===== src/rtl/nrs_cinit_scheduler_if.sv =====
// nrs_cinit_scheduler_if
//   Bundles the control, cinit-datapath and Gold-generator handshake signals
//   of the NRS cinit scheduler.
//   slave  : scheduler side (consumes starts/strobes, drives run/ns/loads)
//   master : environment side (control top, cinit datapath, Gold generator)
//   Signals:
//     sf_start     subframe start strobe          sf_num     subframe 0..9
//     nrs_subframe subframe carries NRS           cinit_done cinit ready strobe
//     gold_ready   Gold generator can accept      run        cinit start pulse
//     ns           slot number 0..19              l_sel      0: l=5, 1: l=6
//     gold_load    Gold latch strobe              sym_idx    NRS symbol 0..3
//     busy         sequence in progress           sf_done    four loads done
//     err          overrun / bad sf_num / timeout
interface nrs_cinit_scheduler_if;
    logic       sf_start;
    logic [3:0] sf_num;
    logic       nrs_subframe;
    logic       cinit_done;
    logic       gold_ready;
    logic       run;
    logic [4:0] ns;
    logic       l_sel;
    logic       gold_load;
    logic [1:0] sym_idx;
    logic       busy;
    logic       sf_done;
    logic       err;

    modport slave (
        input  sf_start, sf_num, nrs_subframe, cinit_done, gold_ready,
        output run, ns, l_sel, gold_load, sym_idx, busy, sf_done, err
    );

    modport master (
        output sf_start, sf_num, nrs_subframe, cinit_done, gold_ready,
        input  run, ns, l_sel, gold_load, sym_idx, busy, sf_done, err
    );
endinterface


===== src/rtl/nrs_cinit_scheduler.sv =====
// nrs_cinit_scheduler
//   Per-subframe sequencer for the NRS cinit datapath. On an accepted
//   subframe start it issues four cinit computations in the order
//   (2sf,l5), (2sf,l6), (2sf+1,l5), (2sf+1,l6); after each one it waits for
//   cinit_done and then hands the result to the Gold generator through the
//   gold_ready/gold_load handshake.
//   Ports:
//     clk  : system clock, rising edge
//     rst  : asynchronous active-low reset
//     bus  : scheduler side of nrs_cinit_scheduler_if (see interface file)
//   Parameter:
//     TIMEOUT : maximum cycles spent waiting for cinit_done before abort
module nrs_cinit_scheduler #(
    parameter int unsigned TIMEOUT = 32
) (
    input logic                        clk,
    input logic                        rst,
    nrs_cinit_scheduler_if.slave       bus
);

    localparam int unsigned CW = $clog2(TIMEOUT + 1);

    typedef enum logic [2:0] {
        IDLE,
        RUN,
        WAIT_CINIT,
        WAIT_GOLD,
        DONE
    } state_t;

    state_t          state_q, state_d;
    logic [4:0]      base_q, base_d;
    logic [1:0]      sym_q, sym_d;
    logic [CW-1:0]   cnt_q, cnt_d;
    logic            err_q, err_d;
    logic            load;

    always_ff @(posedge clk or negedge rst) begin
        if (!rst) begin
            state_q <= IDLE;
            base_q  <= '0;
            sym_q   <= '0;
            cnt_q   <= '0;
            err_q   <= 1'b0;
        end else begin
            state_q <= state_d;
            base_q  <= base_d;
            sym_q   <= sym_d;
            cnt_q   <= cnt_d;
            err_q   <= err_d;
        end
    end

    always_comb begin
        state_d = state_q;
        base_d  = base_q;
        sym_d   = sym_q;
        cnt_d   = cnt_q;
        err_d   = 1'b0;
        load    = (state_q == WAIT_GOLD) && bus.gold_ready;

        case (state_q)
            IDLE: begin
                // Starts without NRS are dropped silently; a bad subframe
                // number is only flagged when the subframe claims NRS.
                if (bus.sf_start && bus.nrs_subframe) begin
                    if (bus.sf_num <= 4'd9) begin
                        state_d = RUN;
                        base_d  = {bus.sf_num, 1'b0};
                        sym_d   = '0;
                    end else begin
                        err_d = 1'b1;
                    end
                end
            end
            RUN: begin
                state_d = WAIT_CINIT;
                cnt_d   = '0;
            end
            WAIT_CINIT: begin
                cnt_d = cnt_q + 1'b1;
                if (bus.cinit_done) begin
                    state_d = WAIT_GOLD;
                    cnt_d   = cnt_q;
                end else if (cnt_q == CW'(TIMEOUT - 1)) begin
                    // This is the TIMEOUT-th cycle without a result.
                    err_d   = 1'b1;
                    state_d = IDLE;
                end
            end
            WAIT_GOLD: begin
                if (load) begin
                    if (sym_q == 2'd3) begin
                        state_d = DONE;
                    end else begin
                        sym_d   = sym_q + 2'd1;
                        state_d = RUN;
                    end
                end
            end
            DONE: begin
                state_d = IDLE;
            end
            default: begin
                state_d = IDLE;
            end
        endcase

        // Overrun; ORed so it merges with a same-cycle timeout.
        if (bus.sf_start && (state_q != IDLE)) begin
            err_d = 1'b1;
        end
    end

    assign bus.run       = (state_q == RUN);
    assign bus.busy      = (state_q != IDLE);
    assign bus.sf_done   = (state_q == DONE);
    assign bus.gold_load = load;
    assign bus.err       = err_q;
    assign bus.sym_idx   = sym_q;
    assign bus.l_sel     = sym_q[0];
    assign bus.ns        = base_q + {4'd0, sym_q[1]};

endmodule


===== src/flat_wrapper.sv =====
// flat-port wrapper written by rule: the top's interface ports become plain ports
module nrs_cinit_scheduler_flat 
#(
    parameter int unsigned TIMEOUT = 32
)
  (clk, rst, bus_sf_start, bus_sf_num, bus_nrs_subframe, bus_cinit_done, bus_gold_ready, bus_run, bus_ns, bus_l_sel, bus_gold_load, bus_sym_idx, bus_busy, bus_sf_done, bus_err);
  nrs_cinit_scheduler_if bus_i ();
  input logic clk;
  input logic rst;
  input wire logic [$bits(bus_i.sf_start)-1:0] bus_sf_start;
  input wire logic [$bits(bus_i.sf_num)-1:0] bus_sf_num;
  input wire logic [$bits(bus_i.nrs_subframe)-1:0] bus_nrs_subframe;
  input wire logic [$bits(bus_i.cinit_done)-1:0] bus_cinit_done;
  input wire logic [$bits(bus_i.gold_ready)-1:0] bus_gold_ready;
  output wire logic [$bits(bus_i.run)-1:0] bus_run;
  output wire logic [$bits(bus_i.ns)-1:0] bus_ns;
  output wire logic [$bits(bus_i.l_sel)-1:0] bus_l_sel;
  output wire logic [$bits(bus_i.gold_load)-1:0] bus_gold_load;
  output wire logic [$bits(bus_i.sym_idx)-1:0] bus_sym_idx;
  output wire logic [$bits(bus_i.busy)-1:0] bus_busy;
  output wire logic [$bits(bus_i.sf_done)-1:0] bus_sf_done;
  output wire logic [$bits(bus_i.err)-1:0] bus_err;
  assign bus_i.sf_start = bus_sf_start;
  assign bus_i.sf_num = bus_sf_num;
  assign bus_i.nrs_subframe = bus_nrs_subframe;
  assign bus_i.cinit_done = bus_cinit_done;
  assign bus_i.gold_ready = bus_gold_ready;
  assign bus_run = bus_i.run;
  assign bus_ns = bus_i.ns;
  assign bus_l_sel = bus_i.l_sel;
  assign bus_gold_load = bus_i.gold_load;
  assign bus_sym_idx = bus_i.sym_idx;
  assign bus_busy = bus_i.busy;
  assign bus_sf_done = bus_i.sf_done;
  assign bus_err = bus_i.err;
  nrs_cinit_scheduler #(.TIMEOUT(TIMEOUT)) u_core (.clk(clk), .rst(rst), .bus(bus_i));
endmodule

===== config.mk =====
export PLATFORM = sky130hd
export DESIGN_NAME = nrs_cinit_scheduler_flat
export DESIGN_NICKNAME = d
export VERILOG_FILES = /design/src/rtl/nrs_cinit_scheduler_if.sv /design/src/rtl/nrs_cinit_scheduler.sv /design/src/flat_wrapper.sv
export SDC_FILE = /design/constraint.sdc
export NUM_CORES = 1
export LEC_CHECK = 0
export ABC_AREA = 1
export CAP_MARGIN = 20
export CORE_MARGIN = 3
export CORE_UTILIZATION = 44
export CTS_BUF_LIST = sky130_fd_sc_hd__clkbuf_16
export CTS_CLUSTER_DIAMETER = 60
export DETAILED_ROUTE_END_ITERATION = 6
export PLACE_DENSITY = 0.72
export SLEW_MARGIN = 20
export SYNTH_ARGS = -nofsm -noshare
export SYNTH_HDL_FRONTEND = slang
export SYNTH_SLANG_ARGS = --single-unit

===== constraint.sdc =====
create_clock -name clk -period 1.24 [get_ports clk]
set_input_delay 0.31 -clock clk [delete_from_list [all_inputs] [get_ports clk]]
set_output_delay 0.31 -clock clk [all_outputs]
set_load 0.1 [all_outputs]

==> key figures <==
Die
  • Starting Density: 0.475
  • Die height: 52.7 µm
  • Die area: 2780 µm²
  • Die width: 52.7 µm
  • Row count: 16
  • I/O Pins: 23
  • Core ar.: 2020 µm²

Detailed routing
  • Number of remaining DRC errors: 0
  • Via count: 1141
  • Antenna Nets Post-Route: 0
  • Drt via density: 5.76
  • Routed wire length per instance: 18.4 µm
  • Initial DRC Count: 56
  • Total wire length: 3.65 mm
  • DR pass1 iterations: 6

GRT
  • Gr ovfl total: 0
  • Initial antenna violation count: 0
  • GRT Util Overall: 0.266
  • Vias in the first global route: 1112
  • First-pass GRT wire length: 5.25 mm
  • Largest net degree at the start of global routing: 17

Power and ir drop
  • Tot Pwr: 5.21 mW
  • Flop pwr share: 0.184
  • Peak supply drop: 0.00247 V
  • Switching share of total power: 0.523
  • Int Pwr: 2.49 mW
  • Pleak: 0.844 nW
  • PD cells: 2940 nW/µm²
  • Clock power frac: 0.123
  • NetSw: 2.73 mW
  • Logic pwr share: 0.693

Setup path
  • FF-to-FF End: u_core.cnt_q[2]
  • Most frequent CP cell: nor2_4
  • Worst R2R Path Depth: 7
  • CP bufs+invs: 2
  • FF-to-FF Start: u_core.state_q[2]
  • Req. time, crit path: 0.93 ns
  • Crit path launch type: register
  • Worst reg2reg setup slack: -0.25 ns
  • Worst path arrival time: 1.22 ns
  • Max incr delay on CP: 0.44 ns
  • Worst Setup End Kind: output pin
  • CP max stage cell: dfrtp_2
  • Maximum fanout along the worst path: 4
  • Critical Path, Cell by Cell: nand2_2, nor2_4, inv_2, nor2_4, buf_12
  • Top delay family on crit path: flip-flops
  • Type of the worst setup path: register to output pin

STA
  • Max frequency: 0.652 GHz
  • Max Transition Viols Final: 0
  • Min Tclk post-route: 1.53 ns
  • RSZ-0062 raised after global routing: true
  • Slew @ Worst Pin: 0.261 ns
  • Hold Vio Cnt, Final: 0
  • Setup WS post-layout: -0.294 ns
  • Slew headroom: 0.824
  • Crit share post-route: 1.24
  • WHS: 0.389 ns
  • Setup violators final: 24
  • Setup Skew: 0.00503 ns

Yosys
  • Mean Syn Cell Area: 7.50 µm²
  • Post-Syn Instances: 128
  • Register area share after synthesis: 0.417
  • Top-area cell type share of the netlist area: 0.417
  • Distinct cells, synth: 21
  • Synthesized cell area: 960 µm²
  • YS warnings: 0
  • Cell accounting for the most synthesized area: dfrtp_1
  • Synth area leaders: dfrtp_1 (42%), nand2_1 (14%), inv_1 (8.2%)
  • Post-synthesis register bit count: 16
  • Syn nets: 140

Placement
  • Dpl hpwl: 1.91 mm
  • Placed cell count: 190
  • Post-Place Cell Area: 1510 µm²
  • Routability cong.: 0.821
  • Buffers added on ports: 22

Clock tree
  • CTS sink count: 16
  • TritonCTS Buffers: 3
  • CTS tree: built
  • Root Buffer: clkbuf_16
  • Clock Latency Late Sink: 0.25 ns
  • # H-tree levels: 1
  • Clock-pin slew on the worst setup and hold paths: 0.05 ns
  • # hold bufs at CTS: 0
  • Max Root-Sink Buffers: 2

Cells and area
  • Most common cell after layout, fill and taps aside: nand2_1
  • Nets: 184
  • Design area: 1770 µm²
  • Post-route insts no fill: 198
  • Most frequent cells in the layout: nand2_1 (27), inv_1 (15), buf_12 (13)
  • Layout cell share with drive strength beyond 1: 0.509
  • N_diodes: 0
  • Syn-to-layout area delta: 84.6%
  • Final core utilization: 0.876

Run status
  • Status: finished, violations left
  • Failing checks: setup timing

Min path
  • Worst Hold Class: input pin to asynchronous set/reset pin

Flow run
  • MaxCap Viol Count: 0
[repair_timing]
action                     in CTS  in global routing
setup endpoints to repair      24                 24
gates cloned                    0                  0
buffers inserted                5                  1
resized for setup              27                 20
pin swaps                       9                 18
[metal layers]
layer | track usage | up-vias | share of wire
li1 | - | 490 | -
met1 | 0.282 | 553 | 0.37
met2 | 0.483 | 77 | 0.53
met3 | 0.0627 | 21 | 0.072
met4 | 0.128 | 0 | 0.033
met5 | 0 | - | 0
[cell type report]
type | instances | area [µm²]
fill | 103 | 250
multi-input combinational | 86 | 621
timing repair buffer | 41 | 523
tap | 27 | 33.8
clock buffer | 3 | 75.1
inverter | 24 | 104
sequential | 16 | 412
clock inverter | 1 | 3.75
[registers in the layout, indices dropped and copies added (netlist names)]
register            count
u_core.base_q           4
u_core.bus.sym_idx      2
u_core.cnt_q            6
u_core.bus.err          1
u_core.state_q          3
[worst reg2reg max path: stages (launching register included)]
cell	delay (ns)
dfrtp_2	0.46
nor2_4	0.25
buf_6	0.14
nand2_4	0.05
nor2_4	0.22
nand3_2	0.11
nand2_2	0.09
a21oi_2	0.04
[worst max path at each step]
stage	start	end	slack [ns]	cells after the start
2_1_floorplan	u_core.state_q[1]	bus_sf_done	-0.32	1
3_3_place_gp	bus_sf_num[1]	u_core.base_q[1]	-0.22	6
3_5_place_dp	bus_sf_num[1]	u_core.base_q[4]	-0.35	6
4_1_cts	u_core.state_q[0]	bus_gold_load	-0.28	5
5_1_grt	u_core.state_q[0]	bus_gold_load	-0.31	5
6_report	u_core.state_q[0]	bus_gold_load	-0.29	5
[cells by family (layout without fill, tap and decap cells)]
family	after synthesis	in the layout	share of synthesized area
and+or+nand+nor	73	73	0.383
buffers and inverters	26	69	0.110
DFF	16	16	0.417
AOI/OAI and AO/OA	10	10	0.0548
adders and majority gates	2	2	0.0261
xor gates and xnor gates	1	1	0.00913
[cells in the mapped netlist (all sizes together)]
cell type	count
o21ai	7
ha	2
nor3	1
xor2	1
nor2	12
a21oi	2
nand4	5
dfrtp	16
buf	2
nand2	43
inv	24
o211ai	1
nand3	12
[through the flow]
step | setup WS, ns | TNS [ns]
finish | -0.294 | -3.82
global route | -0.310 | -4.76
CTS | -0.279 | -2.67
detailed placement | -0.346 | -4.20
global placement | -0.222 | -3.18
floorplan | -0.324 | -1.35
[power by group through the flow]
stage          Clock, mW  Sequential, mW  Combinational (mW)
3_5_place_dp           0           0.924                2.99
5_1_grt            0.662           0.963                3.80
3_3_place_gp           0           0.916                2.92
6_report           0.642           0.957                3.61
2_1_floorplan          0            1.54                1.23
4_1_cts            0.633           0.940                3.38
(Power assumes the default switching activity.)
